`src/rtl/cpu_seq_pkg.sv`:
```
// Shared types for the NPC multi-cycle stage sequencer.
// Used by cpu_stage_seq and seq_tmo_cnt.
package cpu_seq_pkg;

    localparam int TMO_W_DEF = 8;

    typedef enum logic [3:0] {
        RST      = 4'd0,
        IF_REQ   = 4'd1,
        IF_WAIT  = 4'd2,
        EX       = 4'd3,
        MEM_REQ  = 4'd4,
        MEM_WAIT = 4'd5,
        WB       = 4'd6,
        HALT     = 4'd7,
        ERR      = 4'd8
    } seq_state_t;

    typedef struct packed {
        logic reg_wr;
        logic mem_to_reg;
        logic mem_wr;
    } dec_ctl_t;

    // States where the sequencer is waiting on a memory port.
    function automatic logic is_bus_wait(input seq_state_t s);
        return s inside {IF_REQ, IF_WAIT, MEM_REQ, MEM_WAIT};
    endfunction

endpackage

```
`src/rtl/seq_tmo_cnt.sv`:
```
// Bus-timeout counter: clears on state change, counts while enabled.
// sat flags the cycle whose edge brings the count to all-ones.
module seq_tmo_cnt
    import cpu_seq_pkg::*;
#(
    parameter int TMO_W = TMO_W_DEF
) (
    input  logic clk,
    input  logic rst_n,
    input  logic clr,
    input  logic en,
    output logic sat
);

    localparam logic [TMO_W-1:0] ONES = '1;
    localparam logic [TMO_W-1:0] LAST = ~(TMO_W'(1));

    logic [TMO_W-1:0] cnt_q;

    always_ff @(posedge clk or negedge rst_n) begin
        if (!rst_n) begin
            cnt_q <= '0;
        end else if (clr) begin
            cnt_q <= '0;
        end else if (en && cnt_q != ONES) begin
            cnt_q <= cnt_q + TMO_W'(1);
        end
    end

    // Independent of clr so the FSM can use it to pick the next state.
    assign sat = en & (cnt_q == LAST);

endmodule

```
`src/rtl/cpu_stage_seq.sv`:
```
// Multi-cycle IF/EX/MEM/WB sequencer with IFU/LSU valid/ready handshakes.
// Define SEQ_PERF_EN to add perf_cycle/perf_instret counters.
module cpu_stage_seq
    import cpu_seq_pkg::*;
#(
    parameter int TMO_W      = TMO_W_DEF,
    parameter int MEM_EX_CYC = 1
) (
    input  logic        clk,
    input  logic        rst_n,
    output logic        ifu_req_valid,
    input  logic        ifu_req_ready,
    input  logic        ifu_rsp_valid,
    output logic        ifu_rsp_ready,
    output logic        inst_latch_en,
    input  logic        dec_RegWr,
    input  logic        dec_MemtoReg,
    input  logic        dec_MemWr,
    output logic        lsu_req_valid,
    output logic        lsu_req_wen,
    input  logic        lsu_req_ready,
    input  logic        lsu_rsp_valid,
    output logic        lsu_rsp_ready,
    output logic        rf_wen,
    output logic        pc_wen,
    input  logic        halt_req,
    output logic        halted,
    output logic        bus_err
`ifdef SEQ_PERF_EN
    ,
    output logic [31:0] perf_cycle,
    output logic [31:0] perf_instret
`endif
);

    localparam logic [1:0] EX_LAST = 2'(MEM_EX_CYC - 1);

    seq_state_t state_q;
    seq_state_t state_d;
    logic [1:0] ex_cnt_q;
    logic       ex_last;
    logic       wen_q;
    logic       tmo_en;
    logic       tmo_clr;
    logic       tmo_sat;
    dec_ctl_t   dec;

    assign dec = '{
        reg_wr:     dec_RegWr,
        mem_to_reg: dec_MemtoReg,
        mem_wr:     dec_MemWr
    };

    assign ex_last = (ex_cnt_q == EX_LAST);
    assign tmo_en  = is_bus_wait(state_q);
    assign tmo_clr = (state_d != state_q);

    seq_tmo_cnt #(
        .TMO_W(TMO_W)
    ) u_tmo (
        .clk  (clk),
        .rst_n(rst_n),
        .clr  (tmo_clr),
        .en   (tmo_en),
        .sat  (tmo_sat)
    );

    always_ff @(posedge clk or negedge rst_n) begin
        if (!rst_n) begin
            state_q <= RST;
        end else begin
            state_q <= state_d;
        end
    end

    always_ff @(posedge clk or negedge rst_n) begin
        if (!rst_n) begin
            ex_cnt_q <= 2'd0;
        end else if (state_q == EX && !ex_last) begin
            ex_cnt_q <= ex_cnt_q + 2'd1;
        end else begin
            ex_cnt_q <= 2'd0;
        end
    end

    always_ff @(posedge clk or negedge rst_n) begin
        if (!rst_n) begin
            wen_q <= 1'b0;
        end else if (state_q == EX && state_d == MEM_REQ) begin
            wen_q <= dec.mem_wr;
        end
    end

    always_comb begin
        state_d       = state_q;
        ifu_req_valid = 1'b0;
        ifu_rsp_ready = 1'b0;
        inst_latch_en = 1'b0;
        lsu_req_valid = 1'b0;
        lsu_req_wen   = 1'b0;
        lsu_rsp_ready = 1'b0;
        rf_wen        = 1'b0;
        pc_wen        = 1'b0;
        halted        = 1'b0;
        bus_err       = 1'b0;
        unique case (state_q)
            RST: state_d = IF_REQ;
            IF_REQ: begin
                ifu_req_valid = 1'b1;
                if (ifu_req_ready) begin
                    state_d = IF_WAIT;
                end else if (tmo_sat) begin
                    state_d = ERR;
                end
            end
            IF_WAIT: begin
                ifu_rsp_ready = 1'b1;
                if (ifu_rsp_valid) begin
                    inst_latch_en = 1'b1;
                    state_d       = EX;
                end else if (tmo_sat) begin
                    state_d = ERR;
                end
            end
            EX: begin
                // Halt wins over any memory or writeback exit.
                if (ex_last) begin
                    if (halt_req) begin
                        state_d = HALT;
                    end else if (dec.mem_to_reg | dec.mem_wr) begin
                        state_d = MEM_REQ;
                    end else begin
                        state_d = WB;
                    end
                end
            end
            MEM_REQ: begin
                lsu_req_valid = 1'b1;
                lsu_req_wen   = wen_q;
                if (lsu_req_ready) begin
                    state_d = MEM_WAIT;
                end else if (tmo_sat) begin
                    state_d = ERR;
                end
            end
            MEM_WAIT: begin
                lsu_rsp_ready = 1'b1;
                if (lsu_rsp_valid) begin
                    state_d = WB;
                end else if (tmo_sat) begin
                    state_d = ERR;
                end
            end
            WB: begin
                pc_wen  = 1'b1;
                rf_wen  = dec.reg_wr & ~dec.mem_wr;
                state_d = IF_REQ;
            end
            HALT: halted  = 1'b1;
            ERR:  bus_err = 1'b1;
            default: state_d = ERR;
        endcase
    end

`ifdef SEQ_PERF_EN
    always_ff @(posedge clk or negedge rst_n) begin
        if (!rst_n) begin
            perf_cycle   <= 32'd0;
            perf_instret <= 32'd0;
        end else begin
            if (state_q != HALT && state_q != ERR) begin
                perf_cycle <= perf_cycle + 32'd1;
            end
            if (state_q == WB) begin
                perf_instret <= perf_instret + 32'd1;
            end
        end
    end
`endif

endmodule
```
`config.mk`:
```
export PLATFORM = sky130hd
export DESIGN_NAME = cpu_stage_seq
export DESIGN_NICKNAME = d
export VERILOG_FILES = /design/src/rtl/cpu_seq_pkg.sv /design/src/rtl/seq_tmo_cnt.sv /design/src/rtl/cpu_stage_seq.sv
export SDC_FILE = /design/constraint.sdc
export NUM_CORES = 1
export LEC_CHECK = 0
export BUFFER_PORTS_ARGS = -buffer_cell sky130_fd_sc_hd__buf_2
export CAP_MARGIN = 15
export CORE_ASPECT_RATIO = 0.75
export CORE_MARGIN = 8
export CORE_UTILIZATION = 60
export DETAILED_ROUTE_END_ITERATION = 7
export PLACE_DENSITY = 0.84
export SETUP_SLACK_MARGIN = 0.2
export SYNTH_ARGS = -nofsm -noshare
export SYNTH_HDL_FRONTEND = slang
export SYNTH_SLANG_ARGS = --single-unit
```
`constraint.sdc`:
```
create_clock -name clk -period 3.1 [get_ports clk]
set_input_delay 0.465 -clock clk [delete_from_list [all_inputs] [get_ports clk]]
set_output_delay 0.465 -clock clk [all_outputs]
set_load 0.01 [all_outputs]
```
==> results.sh <==
export IMPL_synth_area_top_cells="dfrtp_1 (30%), nor4_1 (4.0%), nor3b_1 (3.6%)"
export IMPL_grt_total_usage=0.160
export IMPL_num_antenna_cells=0
export IMPL_synth_main_ff_cell="dfrtp_1"
export IMPL_synth_top_cell_by_area="dfrtp_1"
export IMPL_synth_edf_count=0
export IMPL_yosys_area_share_simple=0.344
export IMPL_rr_worst_depth=5
export IMPL_numCtsBuffers=3
export IMPL_synthAdderAreaFrac=0.0297
export IMPL_crit_path_end_kind="output port"
export IMPL_vias_per_cell=6.25
export IMPL_fin_tns_setup_ns=0
export IMPL_syn_inst=141
export IMPL_finish_instance_area_sq_um=1370
export IMPL_async_reset_ff_frac=1.00
export IMPL_start_kind="register"
export IMPL_antenna_found_initial=0
export IMPL_area_delta_synth_final_pct=8.42
export IMPL_crit_slowest_cell="dfrtp_1"
export IMPL_pwr_density_cell_nw_per_um2=238
export IMPL_first_iter_violations=132
export IMPL_num_vias=1138
export IMPL_cts_resized=0
export IMPL_syn_area_per_cell_sq_um=8.95
export IMPL_dr_pass1_iters=4
export IMPL_synth_compound_area_share=0.199
export IMPL_nets=172
export IMPL_cts_tree="yes"
export IMPL_wl_per_cell_microns=16.3
export IMPL_cp_data_arrival_time_ns=2.00
export IMPL_synth_top_family_by_area="simple AND/OR/NAND/NOR gates"
export IMPL_min_path_type="input pin to async pin"
export IMPL_grt_pass1_wl_microns=4960
export IMPL_fmax_mhz=405
export IMPL_setup_viol=0
export IMPL_slew_limit_headroom=0.548
export IMPL_start_util=0.632
export IMPL_fin_crit_sh=0.797
export IMPL_min_period_ns=2.47
export IMPL_globalplace_congestion=0.901
export IMPL_status="finished clean"
export IMPL_yosysSeqAreaShare=0.297
export IMPL_worstMarginPinSlew_ns=0.678
export IMPL_overflow=0
export IMPL_path_class="register to output port"
export IMPL_fin_skew_ns=0.00410
export IMPL_timing_rr_start="state_q[0]$_DFF_PN0_"
export IMPL_dpl_instance_area_sq_um=1340
export IMPL_drive_above_1_share=0.228
export IMPL_ctsRootBufferMaster="clkbuf_4"
export IMPL_ys_types=51
export IMPL_slowest_delay_ns=0.73
export IMPL_path_delay_family="simple AND/OR/NAND/NOR gates"
export IMPL_grt_max_degree=24
export IMPL_holdBufCountCts=0
export IMPL_synth_top_cell_area_share=0.297
export IMPL_synthTopCellsByCount="dfrtp_1 (15), inv_1 (11), nor2_1 (10)"
export IMPL_fp_dieArea_sq_um=3840
export IMPL_fin_hold_ws_ns=0.0547
export IMPL_ys_seq_elements=15
export IMPL_clock_latency_ns=0.29
export IMPL_port_buffers=19
export IMPL_p_leak_nw=0.605
export IMPL_dp_cells=178
export IMPL_post_cts_setup_buffer_count=0
export IMPL_r2r_end="u_tmo.cnt_q[1]$_DFFE_PN0P_"
export IMPL_ant_nets=0
export IMPL_rsz0062_at_grt="false"
export IMPL_synth_most_common_cell="dfrtp_1"
export IMPL_hold_viol_final=0
export IMPL_stdcell_count=182
export IMPL_crit_chain="nand2b_2 -> or2_2 -> nor2_1 -> and2_1 -> buf_2"
export IMPL_drv_cap=0
export IMPL_rrSetupSlack_ns=0.86
export IMPL_muxShareOfSynthArea=0.0327
export IMPL_core_rowCount=14
export IMPL_path_clk_slew_ns=0.09
export IMPL_numClockSinks=15
export IMPL_drc_errors=0
export IMPL_ir_drop_v=0.000298
export IMPL_path_max_fanout=16
export IMPL_final_core_util=0.685
export IMPL_critPathBufInv=1
export IMPL_htree_levels=1
export IMPL_yosysWarningCount=0
export IMPL_cp_required_ns=2.63
export IMPL_die_width_microns=69.0
export IMPL_grt_pass1_vias=1029
export IMPL_netlist_area_sq_um=1260
export IMPL_core_sq_um=2000
export IMPL_synth_fp_nets=154
export IMPL_synthXorXnorAreaFrac=0.0278
export IMPL_clockBufferDepth=2
export IMPL_dp_hpwl_microns=2270
export IMPL_ios=20
export IMPL_drv_slew=0
export IMPL_die_h_microns=55.7
export IMPL_totalWireLength_microns=2960
-- cell families after synthesis --
group / after synthesis
muxes: 4
DFF: 15
xor gates and xnor gates: 4
and+or+nand+nor: 70
AOI/OAI and AO/OA: 28
buffers and inverters: 17
adders and majority gates: 3
-- routing by layer --
layer	part of all wire	wire length [microns]	GRT usage	vias to the layer above
li1	-	-	-	555
met1	0.46	1360	0.236	532
met2	0.45	1330	0.224	47
met3	0.080	238	0.0302	4
met4	0.012	35	0.0514	0
met5	0	0	0	-
-- placed cells by master (no fill, tap or decap), types with 2 or more instances in the layout --
cell type / count
a21oi_1: 2
o22ai_2: 2
nor2b_1: 4
clkbuf_4: 3
inv_1: 11
mux2i_1: 3
o221ai_1: 2
o21bai_1: 2
nor3b_1: 6
and3_1: 3
a21o_1: 2
xor2_1: 2
and2_1: 3
nand3_1: 6
nor2_1: 10
buf_2: 19
and3b_1: 2
dfrtp_1: 15
xnor2_1: 2
o21ai_0: 4
a31oi_1: 2
nor3_1: 5
ha_1: 3
nand4_1: 3
nand2_1: 8
nand2b_1: 3
nor4_1: 8
-- per-stage QoR --
stage / total power [mW] / setup WS, ns
final: 0.325 / 0.631
after global routing: 0.335 / 0.523
after CTS: 0.328 / 0.649
after detailed placement: 0.215 / 0.926
after global placement: 0.215 / 0.995
after floorplan: 0.204 / 1.26
-- power breakdown --
group	internal [mW]	switching, mW	leakage (nW)
Sequential	0.196	0.000336	0.204
Combinational	0.00594	0.00875	0.383
Clock	0.0481	0.0661	0.0177
-- how the worst max path moves through the flow --
stage | from | to | slack, ns | depth (start not counted)
floorplan | state_q[1]$_DFF_PN0_ | rf_wen | 1.26 | 4
global placement | state_q[1]$_DFF_PN0_ | u_tmo.cnt_q[0]$_DFFE_PN0P_ | 0.99 | 5
detailed placement | state_q[1]$_DFF_PN0_ | u_tmo.cnt_q[1]$_DFFE_PN0P_ | 0.93 | 5
CTS | state_q[2]$_DFF_PN0_ | lsu_req_wen | 0.65 | 5
global route | state_q[2]$_DFF_PN0_ | lsu_req_wen | 0.52 | 5
finish | state_q[2]$_DFF_PN0_ | lsu_req_wen | 0.63 | 5
-- state kept, by name, indices dropped and copies added (netlist names) --
register     count
u_tmo.cnt_q      8
state_q          4
wen_q            1
ex_cnt_q         2
-- final cells by class --
class	instances	area (sq um)
clock buffer	3	22.5
tap	24	30.0
inverter	11	41.3
fill	156	628
sequential	15	375
clock inverter	1	5.00
timing repair buffer	19	95.1
multi-input combinational	109	800
-- worst reg2reg max path, cell delays in order (launching register included) --
cell	delay (ns)
dfrtp_1	0.73
nor3b_1	0.45
o21ai_0	0.25
nand4_1	0.23
o22ai_2	0.17
nor4_1	0.31
No activity file was read; power rests on OpenSTA's default activity.
